## src/rtl/binary_serial_subtractor_pkg.sv

```systemverilog
// Shared definitions for the bit-serial subtractor: FSM state encoding and default width.
package binary_serial_subtractor_pkg;

  typedef enum logic [1:0] {
    S_IDLE = 2'd0,
    S_RUN  = 2'd1,
    S_DONE = 2'd2
  } state_t;

  localparam int DEFAULT_WIDTH = 4;

endpackage

```

## src/rtl/binary_serial_subtractor_if.sv

```systemverilog
// Request/result bundle of the serial subtractor; master issues operands, slave computes.
interface binary_serial_subtractor_if
  import binary_serial_subtractor_pkg::*;
#(
  parameter int WIDTH = DEFAULT_WIDTH
);

  logic             start;
  logic [WIDTH-1:0] a;
  logic [WIDTH-1:0] b;
  logic             busy;
  logic             done;
  logic [WIDTH:0]   diff;

  modport master (output start, a, b, input busy, done, diff);
  modport slave  (input start, a, b, output busy, done, diff);

endinterface

```

## src/rtl/binary_serial_subtractor_full_subtractor.sv

```systemverilog
// One-bit full subtractor: x - y - bin, giving difference bit and borrow-out.
module full_subtractor (
  input  logic x,
  input  logic y,
  input  logic bin,
  output logic d,
  output logic bout
);

  assign d    = x ^ y ^ bin;
  assign bout = (~x & y) | (~(x ^ y) & bin);

endmodule

```

## src/rtl/binary_serial_subtractor.sv

```systemverilog
// Bit-serial unsigned subtractor: one bit per clock, LSB first, start/busy/done handshake.
module binary_serial_subtractor
  import binary_serial_subtractor_pkg::*;
#(
  parameter int WIDTH = DEFAULT_WIDTH
) (
  input  logic                        clk,
  input  logic                        rst,
  binary_serial_subtractor_if.slave   bus
);

  localparam int CW = $clog2(WIDTH);

  state_t           state;
  state_t           state_next;
  logic [WIDTH-1:0] a_sh;
  logic [WIDTH-1:0] b_sh;
  logic [WIDTH-1:0] res;
  logic [CW-1:0]    cnt;
  logic             borrow;
  logic             d_bit;
  logic             borrow_next;
  logic             last_bit;
  logic [WIDTH:0]   diff_q;

  full_subtractor u_slice (
    .x    (a_sh[0]),
    .y    (b_sh[0]),
    .bin  (borrow),
    .d    (d_bit),
    .bout (borrow_next)
  );

  assign last_bit = (cnt == CW'(WIDTH - 1));

  always_ff @(posedge clk) begin
    if (rst) begin
      state <= S_IDLE;
    end else begin
      state <= state_next;
    end
  end

  // Any unused encoding falls back to IDLE so a glitched state register self-recovers.
  always_comb begin
    state_next = S_IDLE;
    case (state)
      S_IDLE:  state_next = bus.start ? S_RUN : S_IDLE;
      S_RUN:   state_next = last_bit ? S_DONE : S_RUN;
      S_DONE:  state_next = S_IDLE;
      default: state_next = S_IDLE;
    endcase
  end

  always_ff @(posedge clk) begin
    if (rst) begin
      a_sh   <= '0;
      b_sh   <= '0;
      res    <= '0;
      cnt    <= '0;
      borrow <= 1'b0;
      diff_q <= '0;
    end else begin
      case (state)
        S_IDLE: begin
          if (bus.start) begin
            a_sh   <= bus.a;
            b_sh   <= bus.b;
            res    <= '0;
            cnt    <= '0;
            borrow <= 1'b0;
          end
        end
        S_RUN: begin
          a_sh   <= a_sh >> 1;
          b_sh   <= b_sh >> 1;
          res    <= {d_bit, res[WIDTH-1:1]};
          borrow <= borrow_next;
          cnt    <= last_bit ? '0 : cnt + 1'b1;
          // The visible result only changes once the final bit is in, never mid-operation.
          if (last_bit) begin
            diff_q <= {borrow_next, d_bit, res[WIDTH-1:1]};
          end
        end
        default: begin
        end
      endcase
    end
  end

  assign bus.busy = (state == S_RUN);
  assign bus.done = (state == S_DONE);
  assign bus.diff = diff_q;

endmodule

```

## src/flat_wrapper.sv

```systemverilog
// flat-port wrapper written by rule: the top's interface ports become plain ports
module binary_serial_subtractor_flat import binary_serial_subtractor_pkg::*;
#(
  parameter int WIDTH = DEFAULT_WIDTH
)
  (clk, rst, bus_start, bus_a, bus_b, bus_busy, bus_done, bus_diff);
  binary_serial_subtractor_if #(.WIDTH(WIDTH)) bus_i ();
  input  logic clk;
  input  logic rst;
  input wire logic [$bits(bus_i.start)-1:0] bus_start;
  input wire logic [$bits(bus_i.a)-1:0] bus_a;
  input wire logic [$bits(bus_i.b)-1:0] bus_b;
  output wire logic [$bits(bus_i.busy)-1:0] bus_busy;
  output wire logic [$bits(bus_i.done)-1:0] bus_done;
  output wire logic [$bits(bus_i.diff)-1:0] bus_diff;
  assign bus_i.start = bus_start;
  assign bus_i.a = bus_a;
  assign bus_i.b = bus_b;
  assign bus_busy = bus_i.busy;
  assign bus_done = bus_i.done;
  assign bus_diff = bus_i.diff;
  binary_serial_subtractor #(.WIDTH(WIDTH)) u_core (.clk(clk), .rst(rst), .bus(bus_i));
endmodule
```

## config.mk

```make
export PLATFORM = sky130hd
export DESIGN_NAME = binary_serial_subtractor_flat
export DESIGN_NICKNAME = d
export VERILOG_FILES = /design/src/rtl/binary_serial_subtractor_pkg.sv /design/src/rtl/binary_serial_subtractor_if.sv /design/src/rtl/binary_serial_subtractor_full_subtractor.sv /design/src/rtl/binary_serial_subtractor.sv /design/src/flat_wrapper.sv
export SDC_FILE = /design/constraint.sdc
export NUM_CORES = 1
export LEC_CHECK = 0
export ABC_AREA = 1
export CORE_UTILIZATION = 37
export CTS_CLUSTER_SIZE = 16
export DETAILED_ROUTE_END_ITERATION = 7
export PLACE_DENSITY = 0.68
export SLEW_MARGIN = 20
export SYNTH_ARGS = -nofsm -noshare
export SYNTH_HDL_FRONTEND = slang
export SYNTH_SLANG_ARGS = --single-unit
```

## constraint.sdc

```tcl
create_clock -name clk -period 1.4 [get_ports clk]
set_input_delay 0.21 -clock clk [delete_from_list [all_inputs] [get_ports clk]]
set_output_delay 0.21 -clock clk [all_outputs]
set_load 0.05 [all_outputs]
```

==> results.toml <==
[clock_network]
cts_hold_buf = 0
clk_path_buf_depth = 2
clock_latency_ns = 0.31
cts_tree = "done"
cts_buffers = 3
clkTransAtPathRegs_ns = 0.12
cts_root_buffer = "clkbuf_4"
cts.sinks = 21
htreeDepth = 1

[yosys]
yosys_register_bits = 21
ys_types = 18
synth_top_area_share_pct = 41.48
yosysSeqAreaShare_pct = 41.48
yosysWarnings = 0
synth_area_leaders = "dfxtp_1 (41%), nand2_1 (16%), nor2_1 (6.7%)"
synth_area_leader_cell = "dfxtp_1"
syn-cell-area_um2 = 1013
avgSynthCellArea_um2 = 7.507
syn_inst = 135
syn_nets = 148

[layout]
fin_util_pct = 52.98
multi_input_area_um2 = 501.7
final_area_um2 = 1336
regArea_um2 = 421.7
syn2layout_area_growth_pct = 31.85
diodes = 0
fillers = 250
finalNonFillerCells = 185
drive_gt1_share_pct = 23.87
nets = 169

[critical_path]
worstSetupEndpointType = "output port"
r2r_slack_ns = 0.21
critical_path_class = "flip-flop to output port"
critPathMaxFanout = 10
rr_worst_depth = 4
path_cells = "buf_4 -> nor2_4 -> buf_12"
critPathLaunchType = "flip-flop"
startpoint = "u_core.state[0]"
critPathSlowestCell = "dfxtp_1"
critPathArrivalTime_ns = 1.10
r2r-start = "u_core.borrow"
r2r_end = "u_core.res[3]"
slowest_delay_ns = 0.34
cp.required_ns = 1.19

[routing]
vias = 845
remaining_drc_errors = 0
drt-initial-drc-count = 9
drtPass1Iterations = 4
vias_per_cell = 4.568
routed_wl_um = 1794
drtAntennaViolNets = 0
routedWlPerCell_um = 9.697

[sta]
timing.fmax_mhz = 763.9
max-slew-margin-rel_pct = 73.97
postLayoutSetupSlackWorst_ns = 0.09095
setup_viol = 0
finalClockSkew_ns = 0.003115
finalMaxSlewViolations = 0
hold_ws_ns = 0.4676
rsz0062_at_grt = "false"
fin_crit_sh_pct = 93.50
setup-tns-final_ns = 0
final_hold_viol_count = 0
fin_crit_ns = 1.309
worst_slew_pin_slew_ns = 0.3900

[global_route]
grt_max_degree = 21
track_usage_pct = 15.01
grt_pass1_wl_um = 3125
first_global_vias = 756
overflow = 0
antenna_found_initial = 0

[floorplan]
die_w_um = 54.34
rows = 18
die_y_um = 54.34
start_util_pct = 40.18
ios = 18
die_area_um2 = 2952
core-area_um2 = 2522

[worst_hold_path]
hold_class = "input port to flip-flop"
holdCritStartpoint = "bus_b[3]"
hold_depth = 3
hold_end = "u_core.b_sh[3]"

[placed_design]
pre_cts_slack_ns = 0.05228
io_buffers = 17
dp_cells = 180
gp_congestion = 0.7415
placed_area_um2 = 1292
dpl.hpwl_um = 1320

[power]
p_leak_nw = 0.6081
vdd_drop_max_mv = 0.6814
total_power_mw = 1.173
power.density_nw_per_um2 = 877.8

[job]
cap_violations = 0

[status]
status = "finished, final reports clean"
==> where the power goes <==
group          switching [mW]  internal, mW  leakage, nW
logic                   0.120         0.104        0.418
clock network           0.198         0.107       0.0177
registers              0.0171         0.627        0.172
==> flip-flops by register name, indices dropped and copies added, names as in the netlist <==
signal           flops
u_core.state         2
u_core.bus.diff      5
u_core.a_sh          4
u_core.borrow        1
u_core.cnt           2
u_core.res           3
u_core.b_sh          4
==> how the worst max path moves through the flow <==
| stage | endpoint | slack [ns] |
|---|---|---|
| global route | bus_done | 0.04 |
| floorplan | bus_done | 0.05 |
| CTS | bus_done | 0.04 |
| detailed placement | u_core.b_sh[0] | 0.05 |
| global placement | u_core.a_sh[2] | 0.09 |
| finish | bus_done | 0.09 |
==> layer usage <==
metal	vias up	track usage, %	share of wire [%]
li1	452	-	-
met1	384	19.29	47
met5	-	0	0
met2	7	23.37	49
met3	2	3.333	2.1
met4	0	7.692	1.8
==> kinds of logic (layout without fill, tap and decap cells) <==
| kind of cell | count (synthesis) | count (layout) | share of synthesized area (%) |
|---|---|---|---|
| fa+ha+maj | 2 | 2 | 3.210 |
| compound gates | 9 | 9 | 8.148 |
| simple gates | 84 | 84 | 37.41 |
| flops | 21 | 21 | 41.48 |
| buf+inv | 19 | 39 | 9.753 |
==> cell type report <==
| type | instances | share of cell area, % |
|---|---|---|
| tap | 30 | 2.809 |
| clock buffer | 3 | 1.685 |
| multi-input combinational | 95 | 37.55 |
| timing repair buffer | 21 | 22.10 |
| sequential | 21 | 31.55 |
| inverter | 14 | 3.933 |
| clock inverter | 1 | 0.3745 |
==> Yosys cell counts <==
master    n
a21oi_2   7
buf_2     1
nor2_8    1
inv_1    12
ha_1      1
a21oi_1   1
o21ai_4   1
dfxtp_1  21
fa_1      1
buf_6     3
nand2_2   7
nor2_1   18
inv_2     2
nand2_4   1
nand3_1  12
nor2_4    1
buf_4     1
nand2_1  44
==> critical path, delay by kind of cell (launching register included) <==
| kind | cells | cell delay (ns) |
|---|---|---|
| flops | 1 | 0.34 |
| buf+inv | 2 | 0.32 |
| simple gates | 1 | 0.13 |
==> cell usage in the layout (no fill, tap or decap), types with 2 or more instances in the layout <==
cell type,synthesis,routed
inv_1,12,12
dfxtp_1,21,20
clkbuf_4,0,3
nor2_1,18,17
nand3_1,12,12
nand2_2,7,7
buf_4,1,2
clkdlybuf4s50_1,0,10
a21oi_2,7,7
buf_12,0,9
nand2_1,44,44
inv_2,2,2
nor2_4,1,2
==> repair_timing <==
action	4_1_cts	5_1_grt
setup buffers	0	1
endpoints found under the hold margin	0	0
cloned	0	0
setup endpoints to repair	1	2
resized for setup	2	1
pin swaps	0	1
(Power assumes the default switching activity.)
